[src/rtl/pipe_hazard_ctrl.sv]
// pipe_hazard_ctrl
//   Hazard control for a 5-stage pipeline. It keeps EX/MEM shadow copies of
//   the destination fields and uses them to pick forwarding paths and detect
//   load-use stalls. Taken branches and jumps flush IF/ID. A memory-busy
//   freeze holds every pipeline register.
//
//   state | meaning
//   ------+---------------------------------------------------------------
//   RUN   | normal issue, hazard logic active
//   WAIT  | memory asked for a freeze; stays here until mem_busy drops
//   RESUME| one cycle after the freeze ends, hazard logic active again
//
// Ports
//   clock, reset            : sole clock, synchronous active-high reset
//   id_rs/id_rt, id_use_*   : ID-stage source registers and their read flags
//   id_rn/id_wreg/id_m2reg  : ID-stage destination, register-write and load flags
//   id_taken                : ID-stage branch taken or jump
//   mem_busy                : data memory requests a pipeline freeze
//   wpcir                   : PC and IF/ID write enable
//   bubble                  : force ID/EX control to NOP
//   flush_ifid              : replace the IF/ID instruction with NOP
//   freeze                  : hold all pipeline registers
//   fwda/fwdb               : operand source (00 rf, 01 EX alu, 10 MEM alu, 11 MEM load)
//   stall_cnt               : saturating count of freeze/bubble cycles
//   state                   : 00 RUN, 01 WAIT, 10 RESUME
module pipe_hazard_ctrl (
  input  logic        clock,
  input  logic        reset,
  input  logic [4:0]  id_rs,
  input  logic [4:0]  id_rt,
  input  logic        id_use_rs,
  input  logic        id_use_rt,
  input  logic [4:0]  id_rn,
  input  logic        id_wreg,
  input  logic        id_m2reg,
  input  logic        id_taken,
  input  logic        mem_busy,
  output logic        wpcir,
  output logic        bubble,
  output logic        flush_ifid,
  output logic        freeze,
  output logic [1:0]  fwda,
  output logic [1:0]  fwdb,
  output logic [15:0] stall_cnt,
  output logic [1:0]  state
);

  typedef enum logic [1:0] {
    ST_RUN    = 2'b00,
    ST_WAIT   = 2'b01,
    ST_RESUME = 2'b10
  } state_t;

  state_t      state_q, state_d;
  logic [4:0]  e_rn_q, e_rn_d, m_rn_q, m_rn_d;
  logic        e_wreg_q, e_wreg_d, m_wreg_q, m_wreg_d;
  logic        e_m2reg_q, e_m2reg_d, m_m2reg_q, m_m2reg_d;
  logic [15:0] stall_cnt_q, stall_cnt_d;
  logic        load_use;

  // A load in EX cannot forward yet, so it only ever matches through MEM.
  function automatic logic [1:0] fwd_sel(input logic [4:0] src,
                                          input logic [4:0] e_rn, input logic e_wreg,
                                          input logic e_m2reg,
                                          input logic [4:0] m_rn, input logic m_wreg,
                                          input logic m_m2reg);
    logic [1:0] sel;
    sel = 2'b00;
    if (e_wreg && (e_rn != 5'd0) && (e_rn == src) && !e_m2reg)
      sel = 2'b01;
    else if (m_wreg && (m_rn != 5'd0) && (m_rn == src))
      sel = m_m2reg ? 2'b11 : 2'b10;
    return sel;
  endfunction

  always_comb begin
    load_use = e_wreg_q && e_m2reg_q && (e_rn_q != 5'd0) &&
               ((id_use_rs && (e_rn_q == id_rs)) || (id_use_rt && (e_rn_q == id_rt)));

    fwda       = fwd_sel(id_rs, e_rn_q, e_wreg_q, e_m2reg_q, m_rn_q, m_wreg_q, m_m2reg_q);
    fwdb       = fwd_sel(id_rt, e_rn_q, e_wreg_q, e_m2reg_q, m_rn_q, m_wreg_q, m_m2reg_q);
    wpcir      = 1'b1;
    bubble     = 1'b0;
    flush_ifid = 1'b0;
    freeze     = 1'b0;

    if (reset) begin
      wpcir  = 1'b0;
      bubble = 1'b1;
      fwda   = 2'b00;
      fwdb   = 2'b00;
    end else if (mem_busy) begin
      freeze = 1'b1;
      wpcir  = 1'b0;
    end else if (load_use) begin
      // Branch decision waits until the stalled instruction is re-presented.
      wpcir  = 1'b0;
      bubble = 1'b1;
    end else if (id_taken) begin
      flush_ifid = 1'b1;
    end
  end

  always_comb begin
    state_d = state_q;
    case (state_q)
      ST_WAIT: if (!mem_busy) state_d = ST_RESUME;
      default: state_d = ST_RUN;
    endcase
    if (mem_busy) state_d = ST_WAIT;

    e_rn_d    = e_rn_q;
    e_wreg_d  = e_wreg_q;
    e_m2reg_d = e_m2reg_q;
    m_rn_d    = m_rn_q;
    m_wreg_d  = m_wreg_q;
    m_m2reg_d = m_m2reg_q;
    if (!freeze) begin
      m_rn_d    = e_rn_q;
      m_wreg_d  = e_wreg_q;
      m_m2reg_d = e_m2reg_q;
      e_rn_d    = bubble ? 5'd0 : id_rn;
      e_wreg_d  = bubble ? 1'b0 : id_wreg;
      e_m2reg_d = bubble ? 1'b0 : id_m2reg;
    end

    stall_cnt_d = stall_cnt_q;
    if ((freeze || bubble) && (stall_cnt_q != 16'hFFFF))
      stall_cnt_d = stall_cnt_q + 16'd1;
  end

  always_ff @(posedge clock) begin
    if (reset) begin
      state_q     <= ST_RUN;
      e_rn_q      <= 5'd0;
      e_wreg_q    <= 1'b0;
      e_m2reg_q   <= 1'b0;
      m_rn_q      <= 5'd0;
      m_wreg_q    <= 1'b0;
      m_m2reg_q   <= 1'b0;
      stall_cnt_q <= 16'd0;
    end else begin
      state_q     <= state_d;
      e_rn_q      <= e_rn_d;
      e_wreg_q    <= e_wreg_d;
      e_m2reg_q   <= e_m2reg_d;
      m_rn_q      <= m_rn_d;
      m_wreg_q    <= m_wreg_d;
      m_m2reg_q   <= m_m2reg_d;
      stall_cnt_q <= stall_cnt_d;
    end
  end

  assign state     = state_q;
  assign stall_cnt = stall_cnt_q;

endmodule
[config.mk]
export PLATFORM = sky130hd
export DESIGN_NAME = pipe_hazard_ctrl
export DESIGN_NICKNAME = d
export VERILOG_FILES = /design/src/rtl/pipe_hazard_ctrl.sv
export SDC_FILE = /design/constraint.sdc
export NUM_CORES = 1
export LEC_CHECK = 0
export BUFFER_PORTS_ARGS = -buffer_cell sky130_fd_sc_hd__buf_4
export CORE_MARGIN = 2
export CORE_UTILIZATION = 40
export CTS_BUF_LIST = sky130_fd_sc_hd__clkbuf_4 sky130_fd_sc_hd__clkbuf_8 sky130_fd_sc_hd__clkbuf_16
export DETAILED_ROUTE_END_ITERATION = 12
export PLACE_DENSITY = 0.66
export SLEW_MARGIN = 30
export SYNTH_ARGS = -nofsm -noshare
export SYNTH_HDL_FRONTEND = slang
export SYNTH_SLANG_ARGS = --single-unit
[constraint.sdc]
create_clock -name clock -period 2.54 [get_ports clock]
set_input_delay 0.127 -clock clock [delete_from_list [all_inputs] [get_ports clock]]
set_output_delay 0.127 -clock clock [all_outputs]
set_load 0.005 [all_outputs]
==> results of run 1 <==
==> sequential cells by signal, indices dropped and copies added, names as in the netlist <==
signal     count
stall_cnt     16
e_rn_q         5
m_rn_q         5
state          2
e_m2reg_q      1
e_wreg_q       1
m_m2reg_q      1
m_wreg_q       1
==> kinds of logic (layout without fill, tap and decap cells) <==
kind of cell / after synthesis / count (layout) / share of synthesized area, %
and+or+nand+nor: 73 / 73 / 23.34
muxes: 9 / 9 / 5.596
adders and majority gates: 1 / 1 / 0.7363
buffers and inverters: 11 / 60 / 2.945
xor gates and xnor gates: 22 / 22 / 11.34
AOI/OAI and AO/OA: 44 / 44 / 18.34
DFF: 32 / 32 / 37.70
==> final cells by class <==
type	count	area [um^2]
fill	389	1867
timing repair buffer	49	367.9
tap	50	62.56
clock buffer	7	96.34
multi-input combinational	149	1008
sequential	32	640.6
inverter	4	15.01
==> power by group through the flow <==
| stage | Sequential, W | Combinational, W | Clock [W] |
|---|---|---|---|
| 6_report | 0.000541 | 0.000140 | 0.000414 |
| 3_3_place_gp | 0.000552 | 0.000140 | 0 |
| 4_1_cts | 0.000541 | 0.000141 | 0.000425 |
| 3_5_place_dp | 0.000553 | 0.000141 | 0 |
| 2_1_floorplan | 0.000546 | 0.0000843 | 0 |
| 5_1_grt | 0.000543 | 0.000157 | 0.000450 |
==> metrics by stage <==
| stage | cells | setup WS (ps) | area [um^2] | hold slack (ps) | power (W) |
|---|---|---|---|---|---|
| 2_1_floorplan | 192 | 595.6 | 1699 | 252.7 | 0.0006304 |
| 3_5_place_dp | 284 | 381.9 | 2095 | 339.2 | 0.0006935 |
| 3_3_place_gp | 284 | 445.6 | 2095 | 337.4 | 0.0006926 |
| 4_1_cts | 291 | 295.5 | 2191 | 45.49 | 0.001108 |
| 6_report | 291 | 309.7 | 2191 | 55.80 | 0.001095 |
| 5_1_grt | 291 | 144.6 | 2191 | 54.19 | 0.001150 |
==> cells in the final DEF, fill, tap and decap left out, types with 2 or more instances in the layout <==
cell and instances:
sky130_fd_sc_hd__a22o_1 7, sky130_fd_sc_hd__o31ai_1 4, sky130_fd_sc_hd__xnor2_1 17, sky130_fd_sc_hd__a21oi_1 10, sky130_fd_sc_hd__nand4_1 7, sky130_fd_sc_hd__o41ai_1 2, sky130_fd_sc_hd__and3_1 2, sky130_fd_sc_hd__o21ai_0 7
sky130_fd_sc_hd__dfxtp_1 32, sky130_fd_sc_hd__nor2b_1 4, sky130_fd_sc_hd__or2_2 2, sky130_fd_sc_hd__buf_4 49, sky130_fd_sc_hd__xor2_1 5, sky130_fd_sc_hd__o21a_1 3, sky130_fd_sc_hd__nor3_1 5, sky130_fd_sc_hd__clkbuf_8 7
sky130_fd_sc_hd__inv_1 4, sky130_fd_sc_hd__nand2b_1 2, sky130_fd_sc_hd__nand2_1 7, sky130_fd_sc_hd__mux2i_1 8, sky130_fd_sc_hd__and2_1 2, sky130_fd_sc_hd__nand3_1 12, sky130_fd_sc_hd__nor2_1 16, sky130_fd_sc_hd__or3_1 5
sky130_fd_sc_hd__or4_1 5
==> path summary, 6_finish.rpt <==
path	from	endpoint	slack (ps)	cells after the start
setup / recovery	e_rn_q[0]$_SDFFE_PP0N_	flush_ifid	310	7
hold / removal	id_rn[4]	e_rn_q[4]$_SDFFE_PP0N_	60	2
setup reg to reg	stall_cnt[12]$_SDFFE_PP0P_	stall_cnt[13]$_SDFFE_PP0P_	370	6
hold reg to reg	state[1]$_SDFF_PP0_	state[1]$_SDFF_PP0_	450	1
==> layer usage <==
| layer | GRT usage, % | share of wire [%] | up-vias |
|---|---|---|---|
| met4 | 5.229 | 1.2 | 0 |
| met3 | 4.506 | 4.9 | 6 |
| met2 | 29.49 | 48 | 39 |
| li1 | - | - | 802 |
| met1 | 22.76 | 46 | 722 |
| met5 | 0 | 0 | - |
==> impl_summary.log, run 1 <==
[metrics] buffers added on ports: 48
[metrics] routability congestion estimate: 0.8823
[metrics] Cells after Synth: 192
[metrics] total congestion overflow after global routing: 0
[metrics] CTS tree: built
[metrics] die width: 69.18 um
[metrics] area delta synth->final: 28.94%
[metrics] Max-Slew Margin vs Limit: 63.36%
[metrics] CP arrival: 2100 ps
[metrics] type of the setup path with the least slack: reg -> out
[metrics] post-route setup TNS: 0 ps
[metrics] Total Die Area: 0.004785 mm^2
[metrics] Critical-path top delay cell: sky130_fd_sc_hd__or4_1
[metrics] Std-Cell Rows: 23
[metrics] clk_lat worst skew: 280 ps
[metrics] most numerous cell in the Yosys netlist: sky130_fd_sc_hd__dfxtp_1
[metrics] predominant post-synthesis flop cell: sky130_fd_sc_hd__dfxtp_1
[metrics] fraction of final layout cells with drive strength greater than 1: 26.56%
[metrics] initial cell density of the core: 41.87%
[metrics] Setup-failing EPs final: 0
[metrics] Synth warnings: 0
[metrics] final-report max-slew violation count: 0
[metrics] number of global-route vias before repair: 1,485
[metrics] buffer cell driving the clock tree root: sky130_fd_sc_hd__clkbuf_8
[metrics] status: finished, final reports clean
[metrics] kind of end point of the critical path: output pin
[metrics] clock power share: 37.8%
[metrics] clock slew seen by the registers of the worst setup and hold paths: 60 ps
[metrics] cell-internal power: 0.0008372 W
[metrics] global-route wire length before repair: 7010 um
[metrics] unrepaired setup endpoints after global routing: no
[metrics] Pleak: 0.9169 nW
[metrics] post-cts repair resize count: 0
[metrics] final routed DRC violation total: 0
[metrics] number of buffers inserted to repair setup after CTS: 0
[metrics] core region area: 0.004058 mm^2
[metrics] dominant cells by area after synthesis: sky130_fd_sc_hd__dfxtp_1 38%, sky130_fd_sc_hd__xnor2_1 8.8%, sky130_fd_sc_hd__mux2i_1 4.7%
[metrics] kind of cell with the highest combined delay on the critical path: simple AND/OR/NAND/NOR gates
[metrics] pwr dens: 499.8 mW/mm^2
[metrics] detail-routed via count per cell: 5.392
[metrics] cell taking the most area after synthesis: sky130_fd_sc_hd__dfxtp_1
[metrics] Post-Syn Area per Cell: 8.850 um^2
[metrics] vias: 1,569
[metrics] ant diodes: 0
[metrics] Achievable Freq: 448.4 MHz
[metrics] post-synthesis register bit count: 32
[metrics] Max Root-Sink Buffers: 2
[metrics] Critical Path Source Type: register
[metrics] placed wire-length estimate: 3014 um
[metrics] total I/O pin count: 49
[metrics] Distinct cells, synth: 43
[metrics] Yosys top cell area share: 37.70%
[metrics] Worst Hold Class: in -> reg
[metrics] Final Core Density: 53.99%
[metrics] switching power: 0.0002578 W
[metrics] worst setup skew after layout: 7.843 ps
[metrics] Critical Path Max Stage Delay: 560 ps
[metrics] height of the die: 69.18 um
[metrics] number of enable flip-flop cells after synthesis: 0
[metrics] hold bufs inserted after CTS: 0
[metrics] clock period minus worst slack: 2230 ps
[metrics] Max VDD drop: 0.0002145 V
[metrics] number of clock sinks: 32
[metrics] Total Wirelength: 4048 um
[metrics] top cell types by occurrence after synthesis: 32 x sky130_fd_sc_hd__dfxtp_1, 17 x sky130_fd_sc_hd__xnor2_1, 16 x sky130_fd_sc_hd__nor2_1
[metrics] WP buf/inv: 2
[metrics] net total in the final layout: 265
[metrics] H-tree depth reported by CTS: 2
[metrics] number of nets still failing antenna checks after routing: 0
[metrics] count of final hold-check violations: 0
[metrics] peak fanout along the critical path: 9
[metrics] fraction of power consumed by sequential logic: 49.4%
[metrics] CTS Buf Count: 5
[metrics] Switching Fraction: 23.54%
[metrics] fin crit share: 87.81%
[metrics] Detailed Route Iter0 Violations: 62
[metrics] number of max-cap violations: 0
[metrics] average wire per cell in the routed design: 13.91 um
[metrics] detailed-router iteration count before antenna repair: 4
[metrics] maximum number of pins on one net before global-route repair: 33
[metrics] cell area after synthesis: 0.001699 mm^2
[metrics] most repeated library cell on the critical path: sky130_fd_sc_hd__buf_4
[metrics] overall routing resource usage: 17.77%
[metrics] sequential share of the synthesized area: 37.70%
[metrics] fraction of registers with async set/reset: 0%
[metrics] logic gate share of total power: 12.8%
[metrics] post-synth net total: 216
[metrics] ordered list of cells on the worst path: or4_1 > o211a_1 > nand2b_1 > nor2b_1 > buf_4 > and2_1 > buf_4
[metrics] data required time at the worst endpoint: 2410 ps
[metrics] slew at the pin closest to its max-slew limit: 548.4 ps
[metrics] initial antenna violation count: 0
Power figures use the tool's default switching activity.
==> run 2: changes to the inputs <==
--- a/config.mk
+++ b/config.mk
@@ -11,6 +11,7 @@
 export CTS_BUF_LIST = sky130_fd_sc_hd__clkbuf_4 sky130_fd_sc_hd__clkbuf_8 sky130_fd_sc_hd__clkbuf_16
 export DETAILED_ROUTE_END_ITERATION = 12
 export PLACE_DENSITY = 0.66
+export REMOVE_ABC_BUFFERS = 1
 export SLEW_MARGIN = 30
 export SYNTH_ARGS = -nofsm -noshare
 export SYNTH_HDL_FRONTEND = slang
==> impl_summary.log, run 2 (same netlist as run 1, synthesis figures left out) <==
[metrics] status: finished, final reports clean
[metrics] peak fanout along the critical path: 6 (-3)
[metrics] detail-routed via count per cell: 5.373 (-0.34%)
[metrics] pwr dens: 506.0 mW/mm^2 (+1.2%)
[metrics] Total Wirelength: 4026 um (-0.54%)
[metrics] number of buffers inserted to repair setup after CTS: 0 (unchanged)
[metrics] Max VDD drop: 0.0003471 V (+62%)
[metrics] Final Core Density: 54.02% (about the same)
[metrics] buffer cell driving the clock tree root: sky130_fd_sc_hd__clkbuf_8
[metrics] vias: 1,569 (unchanged)
[metrics] Worst Reg-to-Reg Cells: 6 (unchanged)
[metrics] commonest non-fill, non-tap cell in the layout: sky130_fd_sc_hd__buf_4
[metrics] source of the worst hold timing path: id_rn[4]
[metrics] ordered list of cells on the worst path: or4_1 > o211a_1 > nand2b_1 > nor2b_1 > and2_1 > buf_4
[metrics] Switching Fraction: 24.41% (+0.87 points)
[metrics] maximum number of pins on one net before global-route repair: 33 (unchanged)
[metrics] CP arrival: 2260 ps (+160 ps)
[metrics] Max Root-Sink Buffers: 2 (unchanged)
[metrics] Worst Hold Path Cells: 2 (unchanged)
[metrics] post-route setup TNS: 0 ps (unchanged)
[metrics] cell-internal power: 0.0008384 W (+0.15%)
[metrics] height of the die: 69.18 um (unchanged)
[metrics] placed wire-length estimate: 3024 um (+0.34%)
[metrics] switching power: 0.0002707 W (+5.0%)
[metrics] Std-Cell Rows: 23 (unchanged)
[metrics] fin crit share: 93.90% (+6.1 points)
[metrics] CTS Buf Count: 5 (unchanged)
[metrics] max reg flops: 16 (unchanged)
[metrics] net total in the final layout: 265 (unchanged)
[metrics] number of max-cap violations: 0 (unchanged)
[metrics] final-report max-slew violation count: 0 (unchanged)
[metrics] clk_lat worst skew: 280 ps (about the same)
[metrics] logic gate share of total power: 12.8% (about the same)
[metrics] number of clock sinks: 32 (unchanged)
[metrics] fraction of final layout cells with drive strength greater than 1: 26.86% (+0.30 points)
[metrics] CTS tree: built
[metrics] Pleak: 0.9189 nW (+0.22%)
[metrics] count of final hold-check violations: 0 (unchanged)
[metrics] overall routing resource usage: 17.25% (-0.52 points)
[metrics] endpoint of the worst hold-timing path: e_rn_q[4]$_SDFFE_PP0N_
[metrics] Achievable Freq: 419.3 MHz (-6.5%)
[metrics] number of nets still failing antenna checks after routing: 0 (unchanged)
[metrics] unrepaired setup endpoints after global routing: no
[metrics] WP buf/inv: 1 (-1)
[metrics] total I/O pin count: 49 (unchanged)
[metrics] number of global-route vias before repair: 1,409 (-5.1%)
[metrics] clock period minus worst slack: 2385 ps (+154.8 ps)
[metrics] start of the worst register-to-register path: stall_cnt[7]$_SDFFE_PP0P_
[metrics] final routed DRC violation total: 0 (unchanged)
[metrics] Max-Slew Margin vs Limit: 60.39% (-3.0 points)
[metrics] Detailed Route Iter0 Violations: 84 (+35%)
[metrics] setup slack on the worst flop-to-flop path: 360 ps (about the same)
[metrics] Critical Path Max Stage Delay: 560 ps (about the same)
[metrics] average wire per cell in the routed design: 13.79 um (-0.88%)
[metrics] area delta synth->final: 29.01% (about the same)
[metrics] die width: 69.18 um (unchanged)
[metrics] clock slew seen by the registers of the worst setup and hold paths: 60 ps (about the same)
[metrics] routability congestion estimate: 0.8509 (-3.6%)
[metrics] H-tree depth reported by CTS: 2 (unchanged)
[metrics] hold bufs inserted after CTS: 0 (unchanged)
[metrics] Setup-failing EPs final: 0 (unchanged)
[metrics] clock power share: 38.5% (+0.7 points)
[metrics] commonest cells after routing, fill and taps aside: 49 x sky130_fd_sc_hd__buf_4, 32 x sky130_fd_sc_hd__dfxtp_1, 17 x sky130_fd_sc_hd__xnor2_1
[metrics] slew at the pin closest to its max-slew limit: 590.2 ps (+41.77 ps)
[metrics] ant diodes: 0 (unchanged)
[metrics] fraction of power consumed by sequential logic: 48.7% (-0.7 points)
[metrics] Critical Path Source Type: register
[metrics] data required time at the worst endpoint: 2410 ps (about the same)
[metrics] Reg-to-Reg End: stall_cnt[13]$_SDFFE_PP0P_
[metrics] post-cts repair resize count: 0 (unchanged)
[metrics] kind of end point of the critical path: output pin
[metrics] initial cell density of the core: 41.87% (unchanged)
[metrics] initial antenna violation count: 0 (unchanged)
[metrics] kind of cell with the highest combined delay on the critical path: simple AND/OR/NAND/NOR gates
[metrics] core region area: 0.004058 mm^2 (unchanged)
[metrics] buffers added on ports: 48 (unchanged)
[metrics] type of the setup path with the least slack: reg -> out
[metrics] total congestion overflow after global routing: 0 (unchanged)
[metrics] Total Die Area: 0.004785 mm^2 (unchanged)
[metrics] Critical-path top delay cell: sky130_fd_sc_hd__or4_1
[metrics] Worst Hold Class: in -> reg
[metrics] worst setup skew after layout: 4.996 ps (-2.848 ps)
[metrics] depth of the critical timing path with buffers and inverters included: 6 (-1)
[metrics] detailed-router iteration count before antenna repair: 4 (unchanged)
[metrics] global-route wire length before repair: 6610 um (-5.7%)
[run 2: changes by cell type in the layout (fill, tap and decap cells not counted)]
cell,before,now
sky130_fd_sc_hd__clkbuf_8,7,6
sky130_fd_sc_hd__clkbuf_4,0,2
[run 2: power groups by stage]
stage / Sequential (W) / Combinational [W] / Clock (W)
floorplan: 0.000546 / 0.0000734 / 0
global placement: 0.000551 / 0.000142 / 0
detailed placement: 0.000552 / 0.000143 / 0
CTS: 0.000540 / 0.000143 / 0.000434
global route: 0.000543 / 0.000157 / 0.000449
finish: 0.000540 / 0.000142 / 0.000427
[run 2: per-stage QoR]
step | std cells | total power [W] | hold WS (ps) | cell area (um^2) | setup slack, ps
floorplan | 185 | 0.0006195 | 196.1 | 1664 | 561.5
global placement | 284 | 0.0006936 | 338.3 | 2095 | 422.5
detailed placement | 284 | 0.0006944 | 341.1 | 2095 | 391.4
CTS | 292 | 0.001117 | 47.36 | 2192 | 182.3
global route | 292 | 0.001149 | 49.19 | 2192 | 66.00
finish | 292 | 0.001109 | 50.89 | 2192 | 154.9
[run 2: worst max-delay path by stage]
stage / to / slack (ps) / start
floorplan: stall_cnt[13]$_SDFFE_PP0P_ / 560 / stall_cnt[0]$_SDFFE_PP0P_
global placement: stall_cnt[13]$_SDFFE_PP0P_ / 420 / stall_cnt[8]$_SDFFE_PP0P_
detailed placement: stall_cnt[13]$_SDFFE_PP0P_ / 390 / stall_cnt[12]$_SDFFE_PP0P_
CTS: flush_ifid / 180 / e_rn_q[0]$_SDFFE_PP0N_
global route: flush_ifid / 70 / e_rn_q[0]$_SDFFE_PP0N_
finish: flush_ifid / 150 / e_rn_q[0]$_SDFFE_PP0N_
[run 2: area by class of cell]
type                    instances  area (um^2)
clock buffers                   8        97.59
repair buffers                 49        367.9
inverters                       4        15.01
flip-flops and latches         32        640.6
multi-input cells             149         1008
well taps                      50        62.56
fillers                       403         1866
[run 2: worst register-to-register path, delay by kind of cell (launching register included)]
family / cells / cell delay, ps
AND/OR/NAND/NOR: 4 / 990
flip-flops: 1 / 470
AO/OA/AOI/OAI: 1 / 300
multiplexers: 1 / 300
[run 2: per-layer routing]
layer | routed length (um) | part of all wire (%) | GRT usage, %
met1 | 2107 | 52 | 24.17
met2 | 1713 | 43 | 25.00
met3 | 149 | 3.7 | 4.070
met4 | 56 | 1.4 | 7.843
met5 | 0 | 0 | 0
==> run 3: changes to the inputs <==
--- a/config.mk
+++ b/config.mk
@@ -10,6 +10,7 @@
 export CORE_UTILIZATION = 40
 export CTS_BUF_LIST = sky130_fd_sc_hd__clkbuf_4 sky130_fd_sc_hd__clkbuf_8 sky130_fd_sc_hd__clkbuf_16
 export DETAILED_ROUTE_END_ITERATION = 12
+export MAX_ROUTING_LAYER = met4
 export PLACE_DENSITY = 0.66
 export REMOVE_ABC_BUFFERS = 1
 export SLEW_MARGIN = 30
==> impl_summary.log, run 3 (same netlist as run 1, synthesis figures left out) <==
[metrics] status: finished, final reports clean
[metrics] global-route wire length before repair: 6603 um (-0.11%)
[metrics] max reg flops: 16 (unchanged)
[metrics] Detailed Route Iter0 Violations: 86 (+2.4%)
[metrics] pwr dens: 505.1 mW/mm^2 (-0.17%)
[metrics] Std-Cell Rows: 23 (unchanged)
[metrics] type of the setup path with the least slack: reg -> out
[metrics] number of global-route vias before repair: 1,412 (+0.21%)
[metrics] ant diodes: 0 (unchanged)
[metrics] peak fanout along the critical path: 6 (unchanged)
[metrics] core region area: 0.004058 mm^2 (unchanged)
[metrics] Setup-failing EPs final: 0 (unchanged)
[metrics] data required time at the worst endpoint: 2410 ps (about the same)
[metrics] placed cell count: 284 (unchanged)
[metrics] Critical Path Source Type: register
[metrics] commonest non-fill, non-tap cell in the layout: sky130_fd_sc_hd__buf_4
[metrics] slew at the pin closest to its max-slew limit: 586.8 ps (-3.444 ps)
[metrics] Worst Hold Path Cells: 2 (unchanged)
[metrics] routability congestion estimate: 0.8644 (+1.6%)
[metrics] vias: 1,571 (+0.13%)
[metrics] total congestion overflow after global routing: 0 (unchanged)
[metrics] source of the worst hold timing path: id_rn[3]
[metrics] height of the die: 69.18 um (unchanged)
[metrics] Max VDD drop: 0.0003480 V (+0.28%)
[metrics] Final Core Density: 54.02% (unchanged)
[metrics] detailed-router iteration count before antenna repair: 4 (unchanged)
[metrics] CTS tree: built
[metrics] clock slew seen by the registers of the worst setup and hold paths: 60 ps (about the same)
[metrics] number of nets still failing antenna checks after routing: 0 (unchanged)
[metrics] timing startpoint of the critical path: e_rn_q[0]$_SDFFE_PP0N_
[metrics] die width: 69.18 um (unchanged)
[metrics] post-route setup TNS: 0 ps (unchanged)
[metrics] H-tree depth reported by CTS: 2 (unchanged)
[metrics] Total Wirelength: 4029 um (about the same)
[metrics] area after detailed placement: 0.002095 mm^2 (unchanged)
[metrics] detail-routed via count per cell: 5.380 (+0.13%)
[metrics] worst setup skew after layout: 3.289 ps (-1.707 ps)
[metrics] initial antenna violation count: 0 (unchanged)
[metrics] total I/O pin count: 49 (unchanged)
[metrics] number of clock sinks: 32 (unchanged)
[metrics] commonest cells after routing, fill and taps aside: 49 x sky130_fd_sc_hd__buf_4, 32 x sky130_fd_sc_hd__dfxtp_1, 17 x sky130_fd_sc_hd__xnor2_1
[metrics] buffers added on ports: 48 (unchanged)
[metrics] Tot Pwr: 0.001107 W (-0.17%)
[metrics] Pleak: 0.9189 nW (unchanged)
[metrics] final-report max-slew violation count: 0 (unchanged)
[metrics] Max-Slew Margin vs Limit: 60.62% (+0.23 points)
[metrics] placed wire-length estimate: 3024 um (unchanged)
[metrics] unrepaired setup endpoints after global routing: no
[metrics] CTS Buf Count: 5 (unchanged)
[metrics] final routed DRC violation total: 0 (unchanged)
[metrics] overall routing resource usage: 17.76% (+0.52 points)
[metrics] fin crit share: 94.31% (+0.40 points)
[metrics] initial cell density of the core: 41.87% (unchanged)
[metrics] hold bufs inserted after CTS: 0 (unchanged)
[metrics] count of placed standard cells in the final layout, fillers left out: 292 (unchanged)
[metrics] Total Die Area: 0.004785 mm^2 (unchanged)
[metrics] clk_lat worst skew: 280 ps (about the same)
[metrics] maximum number of pins on one net before global-route repair: 33 (unchanged)
[metrics] Worst Reg-to-Reg Cells: 6 (unchanged)
[metrics] fraction of final layout cells with drive strength greater than 1: 26.86% (unchanged)
[metrics] post-cts repair resize count: 0 (unchanged)
[metrics] count of final hold-check violations: 0 (unchanged)
[metrics] CP arrival: 2270 ps (about the same)
[metrics] average wire per cell in the routed design: 13.80 um (about the same)
[metrics] start of the worst register-to-register path: stall_cnt[7]$_SDFFE_PP0P_
[metrics] Achievable Freq: 417.5 MHz (-0.43%)
[metrics] Max Root-Sink Buffers: 2 (unchanged)
[metrics] fin area: 0.002192 mm^2 (unchanged)
[metrics] Worst Hold Class: in -> reg
[metrics] net total in the final layout: 265 (unchanged)
[metrics] number of buffers inserted to repair setup after CTS: 0 (unchanged)
[metrics] kind of end point of the critical path: output pin
[metrics] number of max-cap violations: 0 (unchanged)
[metrics] clock period minus worst slack: 2395 ps (+10.26 ps)
[metrics] area delta synth->final: 29.01% (unchanged)
[metrics] buffer cell driving the clock tree root: sky130_fd_sc_hd__clkbuf_8
==> run 3: metal layers <==
metal  routed length [um]  track usage [%]  part of all wire (%)
met5                    0                -                     0
met3                  150            3.924                   3.7
met2                 1750            24.68                    43
met4                   41            7.843                   1.0
met1                 2087            24.62                    52
==> run 3: layout make-up <==
type / instances / area (um^2)
fillers: 403 / 1866
multi-input cells: 149 / 1008
well taps: 50 / 62.56
flip-flops and latches: 32 / 640.6
repair buffers: 49 / 367.9
inverters: 4 / 15.01
clock buffers: 8 / 97.59
==> run 3: path summary, 6_finish.rpt <==
check / to / slack [ps]
hold / removal: e_rn_q[3]$_SDFFE_PP0N_ / 60
setup reg to reg: stall_cnt[13]$_SDFFE_PP0P_ / 370
setup / recovery: flush_ifid / 140
hold reg to reg: state[1]$_SDFF_PP0_ / 420
==> run 3: power breakdown <==
part	internal [W]	switching (W)	total (W)
combinational	0.0000777	0.0000648	0.000142
sequential	0.000519	0.0000218	0.000540
clock	0.000242	0.000182	0.000424
total	0.000838	0.000269	0.00111
==> run 3: critical path, stage by stage (launching register included) <==
cell,delay [ps]
sky130_fd_sc_hd__dfxtp_1,370
sky130_fd_sc_hd__or4_1,560
sky130_fd_sc_hd__o211a_1,270
sky130_fd_sc_hd__nand2b_1,90
sky130_fd_sc_hd__nor2b_1,400
sky130_fd_sc_hd__and2_1,190
sky130_fd_sc_hd__buf_4,100
==> run 3: metrics by stage <==
step                      hold slack [ps]  setup slack, ps
after floorplan                     196.1            561.5
final                               55.07            144.6
after CTS                           47.36            182.3
after global routing                49.18            65.99
after detailed placement            341.1            391.4
after global placement              338.3            422.5
